**config.mk**
```make
export PLATFORM = sky130hd
export DESIGN_NAME = pkt_rr_arbiter
export DESIGN_NICKNAME = d
export VERILOG_FILES = /design/src/rtl/pkt_rr_arbiter.sv
export SDC_FILE = /design/constraint.sdc
export NUM_CORES = 1
export LEC_CHECK = 0
export CORE_ASPECT_RATIO = 1.1
export CORE_MARGIN = 3
export CORE_UTILIZATION = 39
export CTS_BUF_LIST = sky130_fd_sc_hd__clkbuf_8
export DETAILED_ROUTE_END_ITERATION = 10
export PLACE_DENSITY_LB_ADDON = 0.08
export SETUP_SLACK_MARGIN = 0.5
export SKIP_CTS_REPAIR_TIMING = 1
export SLEW_MARGIN = 20
export SYNTH_ARGS = -nofsm -noshare
export SYNTH_HDL_FRONTEND = slang
export SYNTH_SLANG_ARGS = --single-unit
```
**constraint.sdc**
```tcl
create_clock -name clk -period 10.81 [get_ports clk]
set_clock_uncertainty 0.05 [all_clocks]
set_input_delay 3.243 -clock clk [delete_from_list [all_inputs] [get_ports clk]]
set_output_delay 3.243 -clock clk [all_outputs]
set_load 0.02 [all_outputs]
```
**src/rtl/pkt_rr_arbiter.sv**
```systemverilog
// -----------------------------------------------------------------------------
// pkt_rr_arbiter
//   Shares one packet destination between NUM_SRC packet sources. Arbitration
//   is round-robin, with a bounded burst: a source may be granted up to
//   MAX_BURST packets in a row before the grant is forced to rotate. Each
//   accepted packet is held in a single registered slot until the destination
//   takes it, so there is one IDLE bubble between consecutive packets.
//
// Ports
//   clk         in   clock, all state updates on posedge
//   rst         in   synchronous active-high reset
//   src_valid   in   [NUM_SRC]        per-source packet valid
//   src_packet  in   [NUM_SRC*PKT_W]  source i at [i*PKT_W +: PKT_W]
//   src_ready   out  [NUM_SRC]        per-source accept, one-hot or zero
//   dd_valid    out                   output slot holds a packet
//   dd_ready    in                    destination accepts the packet
//   packet      out  [PKT_W]          packet presented to the destination
//   grant_id    out  [ID_W]           source index of the packet in the slot
//   busy        out                   high while the slot is occupied (SEND)
// -----------------------------------------------------------------------------
module pkt_rr_arbiter #(
    parameter int NUM_SRC   = 4,
    parameter int PKT_W     = 13,
    parameter int MAX_BURST = 4,
    localparam int ID_W     = $clog2(NUM_SRC)
) (
    input  logic                     clk,
    input  logic                     rst,
    input  logic [NUM_SRC-1:0]       src_valid,
    input  logic [NUM_SRC*PKT_W-1:0] src_packet,
    output logic [NUM_SRC-1:0]       src_ready,
    output logic                     dd_valid,
    input  logic                     dd_ready,
    output logic [PKT_W-1:0]         packet,
    output logic [ID_W-1:0]          grant_id,
    output logic                     busy
);

    localparam int BW = $clog2(MAX_BURST + 1);

    localparam logic [0:0]      IDLE   = 1'b0;
    localparam logic [0:0]      SEND   = 1'b1;
    localparam logic [BW-1:0]   MAX_B  = BW'(MAX_BURST);
    localparam logic [BW-1:0]   ONE_B  = BW'(1);
    localparam logic [ID_W-1:0] LAST_R = ID_W'(NUM_SRC - 1);

    logic [0:0]       state_q;
    logic [PKT_W-1:0] packet_q;
    logic [ID_W-1:0]  grant_q;
    logic [ID_W-1:0]  last_q;
    logic [BW-1:0]    burst_q;

    logic             any_valid_s;
    logic             burst_cont_s;
    logic             rr_found_s;
    logic [ID_W-1:0]  rr_idx_s;
    logic [ID_W-1:0]  cand_s;
    logic [ID_W-1:0]  winner_s;
    logic [BW-1:0]    burst_d;
    logic [PKT_W-1:0] pkt_sel_s;

    // Winner selection: burst continuation first, otherwise a round-robin
    // search starting just after the last granted source. The search ends at
    // last_q itself, so a lone requester re-wins with its burst restarted.
    always_comb begin
        any_valid_s  = |src_valid;
        burst_cont_s = (burst_q != '0) && (burst_q < MAX_B) && src_valid[last_q];
        rr_found_s   = 1'b0;
        rr_idx_s     = last_q;
        cand_s       = last_q;
        for (int k = 1; k <= NUM_SRC; k++) begin
            cand_s = ID_W'((int'(last_q) + k) % NUM_SRC);
            if (!rr_found_s && src_valid[cand_s]) begin
                rr_found_s = 1'b1;
                rr_idx_s   = cand_s;
            end else begin
                rr_found_s = rr_found_s;
            end
        end
        if (burst_cont_s) begin
            winner_s = last_q;
            burst_d  = burst_q + ONE_B;
        end else begin
            winner_s = rr_idx_s;
            burst_d  = ONE_B;
        end
    end

    // Packet mux for the winning source (AND-OR so no priority chain).
    always_comb begin
        pkt_sel_s = '0;
        for (int i = 0; i < NUM_SRC; i++) begin
            pkt_sel_s = pkt_sel_s |
                ({PKT_W{winner_s == ID_W'(i)}} & src_packet[i*PKT_W +: PKT_W]);
        end
    end

    // Accept strobe: only in IDLE and never during reset; independent of dd_ready.
    always_comb begin
        if (!rst && (state_q == IDLE) && any_valid_s) begin
            src_ready = NUM_SRC'(1) << winner_s;
        end else begin
            src_ready = '0;
        end
    end

    // FSM and output slot.
    always_ff @(posedge clk) begin
        if (rst) begin
            state_q  <= IDLE;
            packet_q <= '0;
            grant_q  <= '0;
            last_q   <= LAST_R;
            burst_q  <= '0;
        end else begin
            case (state_q)
                IDLE: begin
                    if (any_valid_s) begin
                        packet_q <= pkt_sel_s;
                        grant_q  <= winner_s;
                        last_q   <= winner_s;
                        burst_q  <= burst_d;
                        state_q  <= SEND;
                    end else begin
                        state_q  <= IDLE;
                    end
                end
                SEND: begin
                    if (dd_ready) begin
                        state_q <= IDLE;
                    end else begin
                        state_q <= SEND;
                    end
                end
                default: state_q <= IDLE;
            endcase
        end
    end

    assign dd_valid = (state_q == SEND);
    assign busy     = (state_q == SEND);
    assign packet   = packet_q;
    assign grant_id = grant_q;

endmodule
```
Word level (Yosys, flattened, before mapping)
Index checks and enable logic that the tools add are counted.
- bits in registers: 21
- input bits: 59
- word-level logic and storage cells: 66
- add/subtract/negate cells: 5
- magnitude comparators: 6
- equality and inequality tests: 3
- shifts and indexed selects: 1
- mux-type cells: 23
- bitwise logic cells: 8
- reductions and logical operators: 15
- operators by type and width (operator ; number):
    13-bit bitwise AND ; 4
    13-bit bitwise OR ; 3
    2-bit by 3-bit less-than comparator with 1-bit output, second input constant ; 5
    1-bit binary-select mux with 2-bit select ; 5
    1-bit 2-to-1 mux ; 10
    2-bit 2-to-1 mux ; 5
    1-bit logical AND ; 7
    2-bit by 1-bit adder with 2-bit output, second input constant ; 2
    2-bit adder, second input constant ; 2
    2-bit == test, second input constant ; 2
    1-bit zero test ; 4
    4-bit 2-to-1 mux ; 1
    4-bit OR reduction ; 1
    1-bit by 2-bit << shifter with 4-bit output, first input constant ; 1
    3-bit by 1-bit adder with 3-bit output, second input constant ; 1
    3-bit less-than comparator, second input constant ; 1
    3-bit 2-to-1 mux ; 1
    3-bit nonzero test ; 1
    2-bit by 1-bit == test with 1-bit output, second input constant ; 1
    2-bit zero test ; 1
    1-bit one-hot mux with 2 select lines ; 1
    2-bit AND reduction ; 1
    1-bit NOT ; 1

Depth between registers and ports, before layout
- word-level depth: 19
- mapped depth: 8
- mapped depth without buffers: 7

Worst setup path after synthesis
No wires, ideal clock.
- kind: input to output
- from: input port src_valid[1]
- to: output port src_ready[2]
- arrival: 5.253 ns
- required time: 7.517 ns
- setup slack: 2.264 ns
- stages on the path: 7
- path buffers: 2
- path through: buf_2 > mux4_2 > nor3b_4 > a2111oi_4 > xnor2_2 > buf_4 > nor3b_1
- cells in the longest elaborated chain, start to end: 15
- RTL lines (what ; line ; RTL):
    start: declaration ; 29 ; input logic [NUM_SRC-1:0] src_valid,
    1-bit binary-select mux with 2-bit select ; 73 ; if (!rr_found_s && src_valid[cand_s]) begin
    1-bit 2-to-1 mux (not written as such) ; 73 ;
    1-bit 2-to-1 mux ; 73 ;
    1-bit zero test ; 73 ;
    1-bit logical AND ; 73 ;
    1-bit 2-to-1 mux ; 73 ;
    1-bit zero test ; 73 ;
    1-bit logical AND ; 73 ;
    1-bit 2-to-1 mux ; 73 ;
    1-bit zero test ; 73 ;
    1-bit logical AND ; 73 ;
    2-bit 2-to-1 mux ; 73 ;
    2-bit 2-to-1 mux ; 80 ; if (burst_cont_s) begin
    1-bit by 2-bit << shifter with 4-bit output ; 101 ; src_ready = NUM_SRC'(1) << winner_s;
    4-bit 2-to-1 mux * ; 100 ; if (!rst && (state_q == IDLE) && any_valid_s) begin
    end: declaration ; 31 ; output logic [NUM_SRC-1:0] src_ready,
Every way passes the cells marked *; elsewhere a longest branch is shown, timed or not. The select of a mux whose other input is x is not followed.

Final worst setup path
- from: input port src_valid[3]
- to: output port src_ready[0]
Same word-level chain as after synthesis.

==> key figures <==
Status
  • Status: finished, final reports clean

Worst setup path
  • CP Class: primary input to output pin
  • CP Capture Type: output pin
  • CP max FO: 24
  • Arrival @ worst endpoint: 6.36 ns
  • R2R Path Start: last_q[1]
  • Internal reg-to-reg setup slack: 7.83 ns
  • Critical path startpoint category: primary input
  • Worst r2r dst: packet[1]
  • FF-to-FF path depth: 7
  • CP required: 7.52 ns

Timing
  • FMAX: 0.104 GHz
  • Pins over their slew limit: 0
  • Relative slew margins: 0.440
  • Worst-case hold slack: 0.410 ns
  • Worst Max-Slew Pin Slew: 0.838 ns
  • Minimum clock period: 9.65 ns
  • Fin crit share: 0.893
  • Setup ws final: 1.16 ns
  • RSZ-0062 raised after global routing: false
  • Final setup violation count: 0
  • Setup TNS: 0 ns
  • Final Hold Fails: 0

Placement
  • GP Congestion: 0.822
  • I/O Buffers: 79
  • Post-DP Area: 0.00228 mm^2
  • Pre-CTS WS: 1.16 ns
  • HPWL Detailed: 3.33 mm
  • Placed insts: 264

Cells and area
  • Flip-flop and latch area: 420 um^2
  • Non-filler instance count after layout: 268
  • Layout cell share with drive strength beyond 1: 0.118
  • # nets final: 282
  • Multi-input logic area: 977 um^2
  • Synth-to-layout area growth: 56.1%
  • # diodes: 0
  • Final Cell Area: 0.00233 mm^2
  • # fillers: 309

Synthesis
  • Seq/Total Area, Yosys: 0.282
  • Mean post-synth cell area: 10.1 um^2
  • Async set or reset register ratio after synthesis: 0
  • Synthesized flop and latch total: 21
  • Yosys top cell by area: dfxtp_1
  • Syn. warnings: 0
  • Synth Flop Type: dfxtp_1
  • Synthesized net count: 209
  • Most numerous cell in the Yosys netlist: mux2i_1
  • Synth top cells by count: mux2i_1, dfxtp_1, o21bai_1, a221oi_2, a21oi_1
  • Top cells by area, synth: dfxtp_1, mux2i_1, a221oi_2
  • Post-synth top area share: 0.282
  • Post-synth EDFFs: 0
  • Syn Inst Count: 148
  • Distinct cells, synth: 38
  • Mapped Area: 0.00149 mm^2

Hold path
  • Hold/Removal Path Class: flop to flop
  • WHS Endpoint: grant_id[1]
  • WHS Path Cells: 2
  • Hold Crit Start: grant_id[1]

Global routing
  • Overall Global Routing Usage: 0.195
  • Grt total ovfl: 0
  • Vias in the first global route: 1567
  • Largest net degree at the start of global routing: 26
  • First-pass GRT wire length: 7.19 mm
  • Initial antenna violation count: 0

Route
  • Vias: 1422
  • Post-Route WL: 4.25 mm
  • Final ANT Viol Nets: 0
  • Pre-Repair DR Iteration Count: 4
  • Drt drc: 0
  • Vias per cell: 5.31
  • WL/cell: 15.8 um
  • Initial DRC count: 62

Clocking
  • Root Buffer: clkbuf_8
  • Number of CTS-inserted buffers: 3
  • # H-tree levels: 1
  • Clock Latency Late Sink: 0.25 ns
  • CTS Buffer Depth: 2
  • CTS sink cnt: 21
  • CTS tree: yes
  • Worst-path clk slew: 0.08 ns

Floorplanning
  • Initial Util: 0.427
  • Core Rows: 22
  • Die area: 0.00460 mm^2
  • I/O pin count: 80
  • Die width: 65.0 um
  • Die H: 70.9 um
  • Core ar.: 0.00350 mm^2

Power and ir drop
  • Worst VDD drop: 0.0675 mV
  • Leak: 0.917 nW
  • Pwr Density: 152 mW/mm^2

Job
  • MaxCap Viol Count: 0
how the worst max path moves through the flow:
stage	start	cells past startpoint	endpoint	slack (ns)
2_1_floorplan	src_valid[1]	7	src_ready[2]	2.26
3_3_place_gp	src_valid[3]	8	src_ready[0]	1.20
3_5_place_dp	src_valid[3]	8	src_ready[0]	1.16
4_1_cts	src_valid[3]	8	src_ready[0]	1.14
5_1_grt	src_valid[3]	8	src_ready[0]	1.00
6_report	src_valid[3]	8	src_ready[0]	1.16
through the flow:
stage / power (mW) / util
3_3_place_gp: 0.301 / 0.653
4_1_cts: 0.358 / 0.666
3_5_place_dp: 0.306 / 0.653
2_1_floorplan: 0.242 / -
6_report: 0.354 / 0.666
5_1_grt: 0.377 / 0.666
kinds of logic (layout without fill, tap and decap cells):
logic type	Yosys count	count (layout)	share of synthesized area
compound gates	49	49	0.292
xor+xnor	1	1	0.0109
fa+ha+maj	2	2	0.0168
buf+inv	17	89	0.0730
flops	21	21	0.282
mux	27	27	0.190
simple gates	31	31	0.136
layer usage:
metal  up-vias  share of wire  track usage
met5         -              0            0
met4         0         0.0049       0.0399
li1        704              -            -
met1       669           0.39        0.221
met2        47           0.54        0.368
met3         2          0.065       0.0429
layout make-up:
cell class              count  share of cell area
well taps                  48              0.0258
multi-input cells         110               0.420
flip-flops and latches     21               0.181
clock buffers               3              0.0177
clock inverters             1             0.00215
inverters                   3             0.00484
repair buffers             82               0.349
sequential cells by signal, summed over array words and instances, names as in the netlist:
signal    count
burst_q       3
grant_id      2
packet       13
busy          1
last_q        2
critical path, cell delays in order:
cell	delay (ns)
clkdlybuf4s50_1	0.55
mux4_2	0.52
nor3b_4	0.19
a2111oi_4	0.36
xnor2_4	0.23
buf_4	0.42
and3b_1	0.22
clkdlybuf4s50_1	0.61
report_power, final:
group,total [mW],internal [mW],switching (mW)
Clock,0.0511,0.0256,0.0255
Combinational,0.198,0.101,0.0971
Sequential,0.105,0.0918,0.0130
Total,0.354,0.219,0.136
cell usage in the layout (no fill, tap or decap):
master and instances:
a21oi_1 7, nand3_1 3, nor3b_4 1, clkdlybuf4s50_1 79, nand2b_1 4, ha_1 2
and3_1 1, nor3b_1 4, a211oi_2 1, a21boi_0 2, nor2_1 4, nor2b_1 1
a211oi_1 2, nor3_1 2, mux2i_1 26, xnor2_4 1, nand3b_1 1, clkbuf_8 3
mux4_2 1, o21a_2 1, nor2_4 1, o22ai_1 1, a21o_1 1, nor3_2 1
a21oi_2 1, a221oi_2 9, a221oi_1 4, and3b_1 2, nand2_1 5, o21ai_0 3
or4_4 1, o21bai_1 14, o21ai_1 1, inv_1 3, dfxtp_1 21, buf_4 3
a2111oi_4 1, o21a_1 1, clkinv_2 1
No activity file was read; power rests on OpenSTA's default activity.
